$ cat src/rtl/input_conditioner_pkg.sv
// Shared constants and sizing helper for the pin-side input conditioner.
// Latency: n/a (package only).
// Backpressure: n/a.
package input_conditioner_pkg;

  // 10 ms of stability at 100 MHz before a new level is accepted.
  localparam int unsigned DB_CYCLES_DEFAULT = 1000000;

  // Short debounce window for simulation, so tests finish in a few cycles.
  localparam int unsigned DB_CYCLES_SIM = 4;

  // Smallest counter width w with 2^w > db_cycles, so the count never wraps.
  function automatic int unsigned cnt_width(input int unsigned db_cycles);
    int unsigned w;
    w = 1;
    while ((w < 32) && ((64'd1 << w) <= 64'(db_cycles))) begin
      w = w + 1;
    end
    return w;
  endfunction

endpackage

$ cat src/rtl/input_conditioner_debounce_channel.sv
// One debounced channel: synchroniser, stability counter, stable register and change strobe.
// Latency: SYNC_STAGES + DB_CYCLES clk edges from first raw sample to stable_o.
// Backpressure: none; the channel free-runs every cycle.
module debounce_channel #(
  parameter int unsigned WIDTH       = 1,
  parameter int unsigned SYNC_STAGES = 2,
  parameter int unsigned DB_CYCLES   = 4,
  parameter int unsigned CNT_W       = 20
) (
  input  logic             clk,
  input  logic             rstn,
  input  logic [WIDTH-1:0] raw_i,
  output logic [WIDTH-1:0] stable_o,
  output logic             chg_o
);

  // Terminal count: the candidate has been seen DB_CYCLES times in a row.
  localparam logic [CNT_W-1:0] CNT_MAX = CNT_W'(DB_CYCLES - 1);

  logic [WIDTH-1:0] sync_q [SYNC_STAGES];
  logic [WIDTH-1:0] synced;
  logic [WIDTH-1:0] stable_q, stable_d;
  logic [WIDTH-1:0] prev_q;
  logic [CNT_W-1:0] cnt_q, cnt_d;
  logic             chg_q, chg_d;

  assign synced   = sync_q[SYNC_STAGES-1];
  assign stable_o = stable_q;
  assign chg_o    = chg_q;

  // Synchroniser chain bringing the asynchronous pin into the clk domain.
  always_ff @(posedge clk or negedge rstn) begin
    if (!rstn) begin
      for (int i = 0; i < SYNC_STAGES; i++) sync_q[i] <= '0;
    end else begin
      sync_q[0] <= raw_i;
      for (int i = 1; i < SYNC_STAGES; i++) sync_q[i] <= sync_q[i-1];
    end
  end

  // Stability counter: any change of the candidate restarts the count.
  always_comb begin
    stable_d = stable_q;
    cnt_d    = cnt_q;
    chg_d    = 1'b0;
    if (synced == stable_q) begin
      cnt_d = '0;
    end else if (synced != prev_q) begin
      cnt_d = '0;
    end else if (cnt_q == CNT_MAX) begin
      stable_d = synced;
      cnt_d    = '0;
      chg_d    = 1'b1;
    end else begin
      cnt_d = cnt_q + 1'b1;
    end
  end

  // Channel state registers; the strobe is registered alongside the new level.
  always_ff @(posedge clk or negedge rstn) begin
    if (!rstn) begin
      stable_q <= '0;
      prev_q   <= '0;
      cnt_q    <= '0;
      chg_q    <= 1'b0;
    end else begin
      stable_q <= stable_d;
      prev_q   <= synced;
      cnt_q    <= cnt_d;
      chg_q    <= chg_d;
    end
  end

endmodule

$ cat src/rtl/input_conditioner.sv
// Board-pin conditioner: debounced button levels, press strobes and switch value.
// Latency: SYNC_STAGES + DB_CYCLES clk edges from a clean raw edge to the outputs.
// Backpressure: none; outputs are levels and single-cycle strobes.
module input_conditioner
  import input_conditioner_pkg::*;
#(
  parameter int unsigned DB_CYCLES   = DB_CYCLES_DEFAULT,
  parameter int unsigned CNT_W       = cnt_width(DB_CYCLES),
  parameter int unsigned SYNC_STAGES = 2
) (
  input  logic       clk,
  input  logic       rstn,
  input  logic       btn_otp_raw,
  input  logic       btn_user_raw,
  input  logic [3:0] sw_raw,
  output logic       otp_latch,
  output logic       user_latch,
  output logic       otp_press,
  output logic       user_press,
  output logic [3:0] user_in,
  output logic       sw_changed
);

  logic otp_chg;
  logic user_chg;

  debounce_channel #(
    .WIDTH(1), .SYNC_STAGES(SYNC_STAGES), .DB_CYCLES(DB_CYCLES), .CNT_W(CNT_W)
  ) u_otp (
    .clk(clk), .rstn(rstn), .raw_i(btn_otp_raw), .stable_o(otp_latch), .chg_o(otp_chg)
  );

  debounce_channel #(
    .WIDTH(1), .SYNC_STAGES(SYNC_STAGES), .DB_CYCLES(DB_CYCLES), .CNT_W(CNT_W)
  ) u_user (
    .clk(clk), .rstn(rstn), .raw_i(btn_user_raw), .stable_o(user_latch), .chg_o(user_chg)
  );

  // The switches share one counter so user_in only ever moves as a whole vector.
  debounce_channel #(
    .WIDTH(4), .SYNC_STAGES(SYNC_STAGES), .DB_CYCLES(DB_CYCLES), .CNT_W(CNT_W)
  ) u_sw (
    .clk(clk), .rstn(rstn), .raw_i(sw_raw), .stable_o(user_in), .chg_o(sw_changed)
  );

  // A change strobe is a press only when the newly accepted level is high;
  // both terms are flop outputs, so the strobe is clean and one cycle wide.
  assign otp_press  = otp_chg & otp_latch;
  assign user_press = user_chg & user_latch;

endmodule

$ cat config.mk
export PLATFORM = sky130hd
export DESIGN_NAME = input_conditioner
export DESIGN_NICKNAME = d
export VERILOG_FILES = /design/src/rtl/input_conditioner_pkg.sv /design/src/rtl/input_conditioner_debounce_channel.sv /design/src/rtl/input_conditioner.sv
export SDC_FILE = /design/constraint.sdc
export NUM_CORES = 1
export LEC_CHECK = 0
export CORE_ASPECT_RATIO = 1.25
export CORE_MARGIN = 4
export CORE_UTILIZATION = 35
export DETAILED_ROUTE_END_ITERATION = 6
export GPL_ROUTABILITY_DRIVEN = 0
export PLACE_DENSITY = 0.6
export SKIP_CTS_REPAIR_TIMING = 1
export SYNTH_ARGS = -nofsm -noshare
export SYNTH_HDL_FRONTEND = slang
export SYNTH_SLANG_ARGS = --single-unit
$ cat constraint.sdc
create_clock -name clk -period 2.9 [get_ports clk]
set_clock_uncertainty 0.1 [all_clocks]
set_input_delay 0.29 -clock clk [delete_from_list [all_inputs] [get_ports clk]]
set_output_delay 0.29 -clock clk [all_outputs]
set_load 0.05 [all_outputs]
==> flow_metrics.env <==
export IMPL_status="finished, final reports clean"
export IMPL_dp_hpwl_um=4962
export IMPL_timing_fmax_ghz=0.4341
export IMPL_synth_main_ff_cell="dfrtp_1"
export IMPL_combPwrFrac_pct=2.8
export IMPL_hold_viol=0
export IMPL_rrSetupSlack_ns=0.60
export IMPL_grt_pass1_wl_um=13280
export IMPL_num_io_pins=17
export IMPL_dieArea_um2=13140
export IMPL_syn_num_nets=386
export IMPL_finalSetupTns_ns=0
export IMPL_cts_made_buffers=9
export IMPL_end_kind="flop"
export IMPL_peakVddDrop_mv=0.2748
export IMPL_synth_top_area_share_pct=54.73
export IMPL_detail_route_antenna_nets=0
export IMPL_synth_edff_count=0
export IMPL_r2r_end="u_otp.cnt_q[12]"
export IMPL_fin_crit_sh_pct=79.44
export IMPL_drt_pass1_iter_count=5
export IMPL_clk_pin_slew_worst_paths_ns=0.06
export IMPL_worstPathArrival_ns=2.40
export IMPL_layout_setup_ws_ns=0.5963
export IMPL_leakage_nw=1.785
export IMPL_via_per_inst=5.273
export IMPL_core_um2=11080
export IMPL_power_switching_uw=512.4
export IMPL_syn_area_um2=3978
export IMPL_place_ws_ns=0.5831
export IMPL_vias=2842
export IMPL_grt_max_degree=47
export IMPL_antenna_found_initial=0
export IMPL_rows=43
export IMPL_min_period_ns=2.304
export IMPL_path_class="flop to flop"
export IMPL_rr_worst_depth=4
export IMPL_yosysUniqueCellTypes=42
export IMPL_synth_seq_area_share_pct=54.73
export IMPL_netlist_instances=375
export IMPL_fin_hold_ws_ns=0.2467
export IMPL_insertion_delay_ns=0.33
export IMPL_synth_most_common_cell="dfrtp_1"
export IMPL_p_clk_share_pct=48.4
export IMPL_portBuffers=16
export IMPL_die_w_um=103.4
export IMPL_cts_tree="done"
export IMPL_tightest_slew_ns=0.5828
export IMPL_seqPwrFrac_pct=48.8
export IMPL_startpoint_type="flop"
export IMPL_crit_path_max_fanout=19
export IMPL_switching_share_pct=20.14
export IMPL_area_growth_pct=16.92
export IMPL_syn_mean_instance_area_um2=10.61
export IMPL_cp_startpoint="u_otp.cnt_q[15]"
export IMPL_drive_above_1_share_pct=8.663
export IMPL_grt_overflow=0
export IMPL_slew_headroom_pct=60.79
export IMPL_intPower_mw=2.032
export IMPL_htreeDepth=3
export IMPL_synthTopCellsByCount="87 x dfrtp_1, 37 x nor2_1, 27 x xnor2_1"
export IMPL_final_max_slew_violation_count=0
export IMPL_dp_cells=522
export IMPL_r2r_start="u_otp.cnt_q[15]"
export IMPL_rsz0062_at_grt="false"
export IMPL_grt_pass1_vias=2868
export IMPL_start_util_pct=35.89
export IMPL_synth_largest_area_cell="dfrtp_1"
export IMPL_final_cells=539
export IMPL_die_h_um=127.2
export IMPL_clockRootBuffer="clkbuf_16"
export IMPL_cts_sinks=87
export IMPL_drc=0
export IMPL_hold_class="flop to flop"
export IMPL_cap_violations=0
export IMPL_wire_per_inst_um=13.58
export IMPL_synthTopCellsByArea="dfrtp_1 55%, xnor2_1 5.9%, xor2_1 4.8%, nor2_1 3.5%, nor3_1 3.1%"
export IMPL_power_density_nw_per_um2=547.2
export IMPL_worstPathRequired_ns=3.00
export IMPL_n_antenna_cell=0
export IMPL_synthArstFlopShare_pct=100.0
export IMPL_total_power_mw=2.545
export IMPL_dr_first_iter_drc_count=69
export IMPL_crit_end="u_otp.cnt_q[12]"
export IMPL_ys_ff_latch=87
export IMPL_grt_usage_pct=12.48
export IMPL_routed_wl_um=7318
export IMPL_cts_path_max_buffers=2
export IMPL_final_nets=410
export IMPL_setup_viol=0
export IMPL_yosysWarnings=0
## per-stage QoR
step	util, %	cell area [um2]
after floorplan	-	3978
after global placement	38.95	4317
after detailed placement	38.95	4317
after CTS	41.87	4641
after global routing	41.96	4651
final	41.96	4651
## cells in the final DEF (no fill, tap or decap), drive strengths merged, types with 2 or more instances in the layout
cell type | synthesis | final
xnor2 | 27 | 27
nor4b | 3 | 3
o31ai | 2 | 2
or3 | 11 | 11
inv | 10 | 10
buf | 1 | 7
and3 | 4 | 4
clkbuf | 9 | 11
o41ai | 2 | 2
clkinv | 0 | 2
nand2b | 3 | 3
clkdlybuf4s50 | 0 | 15
o21ai | 13 | 13
and4 | 5 | 5
and2 | 3 | 3
nand4 | 19 | 19
dfrtp | 87 | 87
nor3b | 2 | 2
nor2 | 37 | 37
mux2 | 4 | 4
nor4 | 14 | 14
ha | 3 | 3
or4b | 3 | 3
nand2 | 22 | 22
nand3 | 17 | 17
nor3 | 25 | 25
or4 | 4 | 4
a21oi | 10 | 10
a211oi | 3 | 3
bufinv | 0 | 2
xor2 | 22 | 22
## critical path, stage by stage (launching register included)
cell and delay, ns:
dfrtp_1 0.41, or4b_2 0.67, or4_4 0.46, o21bai_4 0.42, nor2_1 0.12
## layer usage
| metal | track usage, % | routed length (um) | vias up |
|---|---|---|---|
| met3 | 2.512 | 159 | 12 |
| li1 | - | - | 1394 |
| met4 | 6.098 | 159 | 0 |
| met1 | 15.46 | 3179 | 1404 |
| met5 | 0 | 0 | - |
| met2 | 20.46 | 3820 | 32 |
## power by group through the flow
stage	Sequential, mW	Clock (mW)	Combinational (mW)
4_1_cts	1.24	1.27	0.0723
3_3_place_gp	1.26	0	0.0711
3_5_place_dp	1.26	0	0.0722
5_1_grt	1.24	1.32	0.0809
6_report	1.24	1.23	0.0703
2_1_floorplan	1.26	0	0.0272
## flip-flops by register name, indices dropped and copies added (netlist names), 4 cells and up
name	count
u_otp.cnt_q	20
u_sw.cnt_q	20
u_user.cnt_q	20
u_sw.prev_q	4
u_sw.stable_o	4
u_sw.sync_q	4
u_sw.synced	4
## worst min-delay path by stage
stage,cells past startpoint,slack [ns],end,from
5_1_grt,0,0.26,u_sw.synced[3],u_sw.sync_q[7]
3_5_place_dp,0,0.23,u_otp.synced,u_otp.sync_q[1]
4_1_cts,1,-0.12,u_sw.prev_q[3],rstn
6_report,0,0.25,u_sw.synced[3],u_sw.sync_q[7]
3_3_place_gp,1,0.23,u_sw.prev_q[3],rstn
2_1_floorplan,0,-0.11,u_otp.chg_o,rstn
## cells by family after synthesis
kind of cell               after synthesis  synth area share [%]
DFF                                     87                 54.73
AOI/OAI and AO/OA                       35                 5.537
xor gates and xnor gates                49                 10.79
muxes                                    4                 1.132
adders and majority gates                3                0.9438
and+or+nand+nor                        177                 24.79
buffers and inverters                   20                 2.076
## final cells by class
class,instances,area (um2)
repair buffers,23,225.2
well taps,135,168.9
clock inverters,5,81.33
multi-input cells,268,1718
fillers,1043,6432
flip-flops and latches,87,2177
clock buffers,11,242.7
inverters,10,37.54
Note: power is estimated with default switching activity, not from simulation.
